--- src/rtl/dmem_arb_pkg.sv ---
// rtl/dmem_arb_pkg.sv - shared types, defaults and address check for the data-memory arbiter
package dmem_arb_pkg;

    localparam int N_DEFAULT = 32;
    localparam int M_DEFAULT = 5;

    typedef enum logic [1:0] {
        IDLE   = 2'd0,
        ACCESS = 2'd1,
        RESP   = 2'd2
    } state_t;

    // Misaligned word access, or any address bit above the memory depth set.
    function automatic logic addr_bad(input logic [N_DEFAULT-1:0] addr, input int m);
        logic hi;
        hi = 1'b0;
        for (int i = 0; i < N_DEFAULT; i++) begin
            if (i >= m + 2 && addr[i]) hi = 1'b1;
        end
        return (addr[1:0] != 2'b00) || hi;
    endfunction

endpackage

--- src/rtl/dmem_arbiter_rr_pick2.sv ---
// rtl/dmem_arbiter_rr_pick2.sv - two-way round-robin winner selection
module rr_pick2 (
    input  logic req0,
    input  logic req1,
    input  logic last_grant,
    output logic grant_valid,
    output logic grant_id
);

    always_comb begin
        grant_valid = req0 | req1;
        // On a tie the port that did not win last time goes next.
        grant_id    = (req0 && req1) ? ~last_grant : req1;
    end

endmodule

--- src/rtl/dmem_arbiter.sv ---
// rtl/dmem_arbiter.sv - two-port round-robin sequencer in front of the data memory
module dmem_arbiter
    import dmem_arb_pkg::*;
#(
    parameter int N = N_DEFAULT,
    parameter int M = M_DEFAULT
) (
    input  logic         clk,
    input  logic         reset,
    input  logic         req0,
    input  logic         req1,
    input  logic         we0,
    input  logic         we1,
    input  logic [N-1:0] addr0,
    input  logic [N-1:0] addr1,
    input  logic [N-1:0] wdata0,
    input  logic [N-1:0] wdata1,
    output logic         ack0,
    output logic         ack1,
    output logic [N-1:0] rdata0,
    output logic [N-1:0] rdata1,
    output logic         err0,
    output logic         err1,
    output logic         mem_we,
    output logic [N-1:0] mem_addr,
    output logic [N-1:0] mem_wdata,
    input  logic [N-1:0] mem_rdata
);

    state_t       state;
    logic         last_grant;
    logic         lat_id;
    logic         lat_we;
    logic [N-1:0] lat_addr;
    logic [N-1:0] lat_wdata;

    logic         grant_valid;
    logic         grant_id;
    logic         bad;
    logic         in_access;
    logic [N-1:0] acc_rdata;

    rr_pick2 u_pick (
        .req0        (req0),
        .req1        (req1),
        .last_grant  (last_grant),
        .grant_valid (grant_valid),
        .grant_id    (grant_id)
    );

    always_comb begin
        bad       = addr_bad(N_DEFAULT'(lat_addr), M);
        // Gating with reset keeps a mid-transaction reset from writing or acking.
        in_access = (state == ACCESS) && !reset;
        mem_we    = in_access && lat_we && !bad;
        mem_addr  = in_access ? lat_addr  : '0;
        mem_wdata = in_access ? lat_wdata : '0;
        acc_rdata = (bad || lat_we) ? '0 : mem_rdata;
        ack0      = (state == RESP) && !reset && !lat_id;
        ack1      = (state == RESP) && !reset &&  lat_id;
    end

    always_ff @(posedge clk) begin
        if (reset) begin
            state      <= IDLE;
            last_grant <= 1'b1;
            lat_id     <= 1'b0;
            lat_we     <= 1'b0;
            lat_addr   <= '0;
            lat_wdata  <= '0;
            rdata0     <= '0;
            rdata1     <= '0;
            err0       <= 1'b0;
            err1       <= 1'b0;
        end else begin
            case (state)
                IDLE: begin
                    if (grant_valid) begin
                        lat_id     <= grant_id;
                        lat_we     <= grant_id ? we1    : we0;
                        lat_addr   <= grant_id ? addr1  : addr0;
                        lat_wdata  <= grant_id ? wdata1 : wdata0;
                        last_grant <= grant_id;
                        state      <= ACCESS;
                    end
                end
                ACCESS: begin
                    if (lat_id) begin
                        rdata1 <= acc_rdata;
                        err1   <= bad;
                    end else begin
                        rdata0 <= acc_rdata;
                        err0   <= bad;
                    end
                    state <= RESP;
                end
                RESP:    state <= IDLE;
                default: state <= IDLE;
            endcase
        end
    end

endmodule

--- config.mk ---
export PLATFORM = sky130hd
export DESIGN_NAME = dmem_arbiter
export DESIGN_NICKNAME = d
export VERILOG_FILES = /design/src/rtl/dmem_arb_pkg.sv /design/src/rtl/dmem_arbiter_rr_pick2.sv /design/src/rtl/dmem_arbiter.sv
export SDC_FILE = /design/constraint.sdc
export NUM_CORES = 1
export LEC_CHECK = 0
export ABC_AREA = 1
export BUFFER_PORTS_ARGS = -buffer_cell sky130_fd_sc_hd__buf_2
export CORE_AREA = 2 2 116 118
export CTS_CLUSTER_SIZE = 40
export DETAILED_ROUTE_END_ITERATION = 10
export DIE_AREA = 0 0 118 120
export GPL_TIMING_DRIVEN = 0
export PLACE_DENSITY = 0.8
export SLEW_MARGIN = 15
export SYNTH_ARGS = -nofsm -noshare
export SYNTH_HDL_FRONTEND = slang
export SYNTH_SLANG_ARGS = --single-unit
--- constraint.sdc ---
create_clock -name clk -period 2.45 [get_ports clk]
set_input_delay 0.1225 -clock clk [delete_from_list [all_inputs] [get_ports clk]]
set_output_delay 0.1225 -clock clk [all_outputs]
set_load 0.01 [all_outputs]
==> impl_metrics.yaml <==
run_status:
  status: "finished clean"
place:
  placed_cell_area_um2: 7690
  dpl.hpwl_mm: 15.6
  gp_congestion: 0.899
  portBuffers: 298
yosys:
  synth_cells: 808
  synth_area_um2: 5980
  synth_nets: 974
  synth_ff_type: "dfxtp_1"
  synthArstFlopShare: 0
  avgSynthCellArea_um2: 7.40
  yosysSeqAreaShare: 0.452
  synth_top_cell_by_area: "dfxtp_1"
  ys_top_cells_by_area: "dfxtp_1 (45%), o21ai_0 (11%), nand2_1 (9.0%)"
  synth_top_area_share: 0.452
  yosys_warnings: 0
  synth-edff-count: 0
  ys_ff_latch: 135
  synth_cell_types: 25
sta:
  post-route-period-util: 0.977
  max_slew_margin: 0.619
  slew_violations: 0
  worst_clock_skew_ns: 0.0130
  hold_viol: 0
  rsz0062_at_grt: "no"
  fin_hold_ws_ns: 0.0135
  finalSetupTns_ns: 0
  tightest_slew_ns: 0.572
  fin_crit_ns: 2.39
  max_freq_mhz: 418
  setup_violations: 0
drt:
  drc: 0
  post_drt_wl_per_cell_um: 17.8
  vias_per_cell: 5.57
  drt-initial-drc-count: 725
  wirelength_mm: 26.2
  dr.pass1.iters: 5
  num_vias: 8205
  ant_nets: 0
grt:
  grt-ovfl-total: 0
  antenna_found_initial: 1
  grt_max_degree: 17
  grt_pass1_wl_mm: 40.7
  grt_pass1_vias: 8393
  grt_use_total: 0.359
floorplan:
  start_util: 0.461
  die_h_um: 120
  placementRows: 42
  die_area_um2: 14200
  num_io_pins: 299
  core_area_um2: 13000
  die_w_um: 118
power_and_ir_drop:
  p_per_area_nw_per_um2: 685
  vdd_ir_drop_max_uv: 423
  p_leak_uw: 0.00480
  finalPower_uw: 6820
clocking:
  cts_max_path_buffers: 2
  clkSinkCount: 135
  path_clk_slew_ns: 0.06
  numCtsBuffers: 17
  root_buffer: "clkbuf_16"
  cts_max_level: 4
  clk_latency_ns: 0.42
  post_cts_buffers: 0
  cts_tree: "done"
critical_path:
  arrival_ns: 2.74
  crit_fanout: 10
  end_kind: "register"
  start_kind: "primary input"
  crit_required_ns: 2.80
  critical_path_class: "in -> reg"
  rr_worst_depth: 8
layout:
  postLayoutCellArea_um2: 9960
  fin_util: 0.768
  drive_above_1_share: 0.308
  fill_cells: 806
  syn2layout_area_growth_pct: 66.6
  fin_nets: 1450
hold_path:
  hold_path_class: "in -> reg"
  hold_depth: 3
run:
  maxCapViolCount: 0
[final timing paths]
kind,slack [ns],startpoint,to
min reg2reg,0.48,last_grant,last_grant
max,0.06,reset,lat_addr[11]
max reg2reg,0.22,state[0],lat_addr[20]
min,0.01,mem_rdata[20],rdata1[20]
[timing repair]
action / 4_1_cts / 5_1_grt
gates resized for setup: 0 / 2
endpoints found under the setup margin: 0 / 1
hold buffers: 159 / 0
endpoints found under the hold margin: 125 / 0
[flip-flops by register name, summed over array words and instances (netlist names)]
signal,flops
lat_addr,32
lat_wdata,32
rdata0,32
rdata1,32
state,2
err0,1
err1,1
last_grant,1
lat_id,1
lat_we,1
[cell usage in the layout (no fill, tap or decap), drive strengths merged]
master	synthesis	routed
a21oi	67	67
buf	31	329
clkinvlp	0	2
inv	72	74
clkbuf	38	55
o21ai	131	131
dlygate4sd3	0	159
nor4	1	1
diode	0	1
clkinv	0	5
nand2	145	145
a31oi	65	65
bufinv	0	6
nor3	1	1
nor2	88	88
dfxtp	135	135
nand3	34	34
[Yosys cell counts, types with 3 or more instances]
library cell / count
clkbuf_1: 35
nand2_1: 143
dfxtp_1: 135
nand3_2: 27
a21oi_1: 66
nand3_1: 6
o21ai_0: 129
a31oi_1: 65
nor2_1: 85
inv_1: 71
buf_12: 3
buf_2: 24
[layout make-up]
| cell class | instances | area, um2 | share of cell area |
|---|---|---|---|
| repair buffers | 457 | 3080 | 0.309 |
| flip-flops and latches | 135 | 2700 | 0.271 |
| multi-input cells | 532 | 2640 | 0.265 |
| clock buffers | 17 | 425 | 0.0427 |
| plain buffers | 69 | 368 | 0.0369 |
| inverters | 72 | 270 | 0.0271 |
| clock inverters | 15 | 249 | 0.0250 |
| well taps | 176 | 220 | 0.0221 |
| diodes | 1 | 2.50 | 0.000251 |
[critical path, cell delays in order]
cell           delay (ns)
dlygate4sd3_1        0.57
buf_2                0.16
inv_1                0.23
buf_2                0.32
clkbuf_1             0.36
o21ai_0              0.18
a31oi_1              0.18
dlygate4sd3_1        0.61
[stage by stage]
stage | setup slack [ns] | instances
after floorplan | 1.18 | 808
after global placement | 0.794 | 1282
after detailed placement | 0.782 | 1282
after CTS | 0.243 | 1473
after global routing | 0.0266 | 1474
final | 0.0567 | 1474
[metal layers]
layer,share of wire,GRT usage,vias to the layer above
li1,-,-,3646
met1,0.35,0.369,3767
met2,0.49,0.644,624
met3,0.088,0.0794,168
met4,0.070,0.263,0
met5,0,0,-
[cell families (layout without fill, tap and decap cells)]
logic type / count (synthesis) / in the layout / share of synthesized area
buf+inv: 141 / 630 / 0.106
flops: 135 / 135 / 0.452
compound gates: 263 / 263 / 0.234
simple gates: 269 / 269 / 0.207
other cells: 0 / 1 / 0
[power breakdown]
group          internal (uW)  switching, uW
clock                   1920           1030
combinational            621            733
sequential              2400            128
Power figures use the tool's default switching activity.
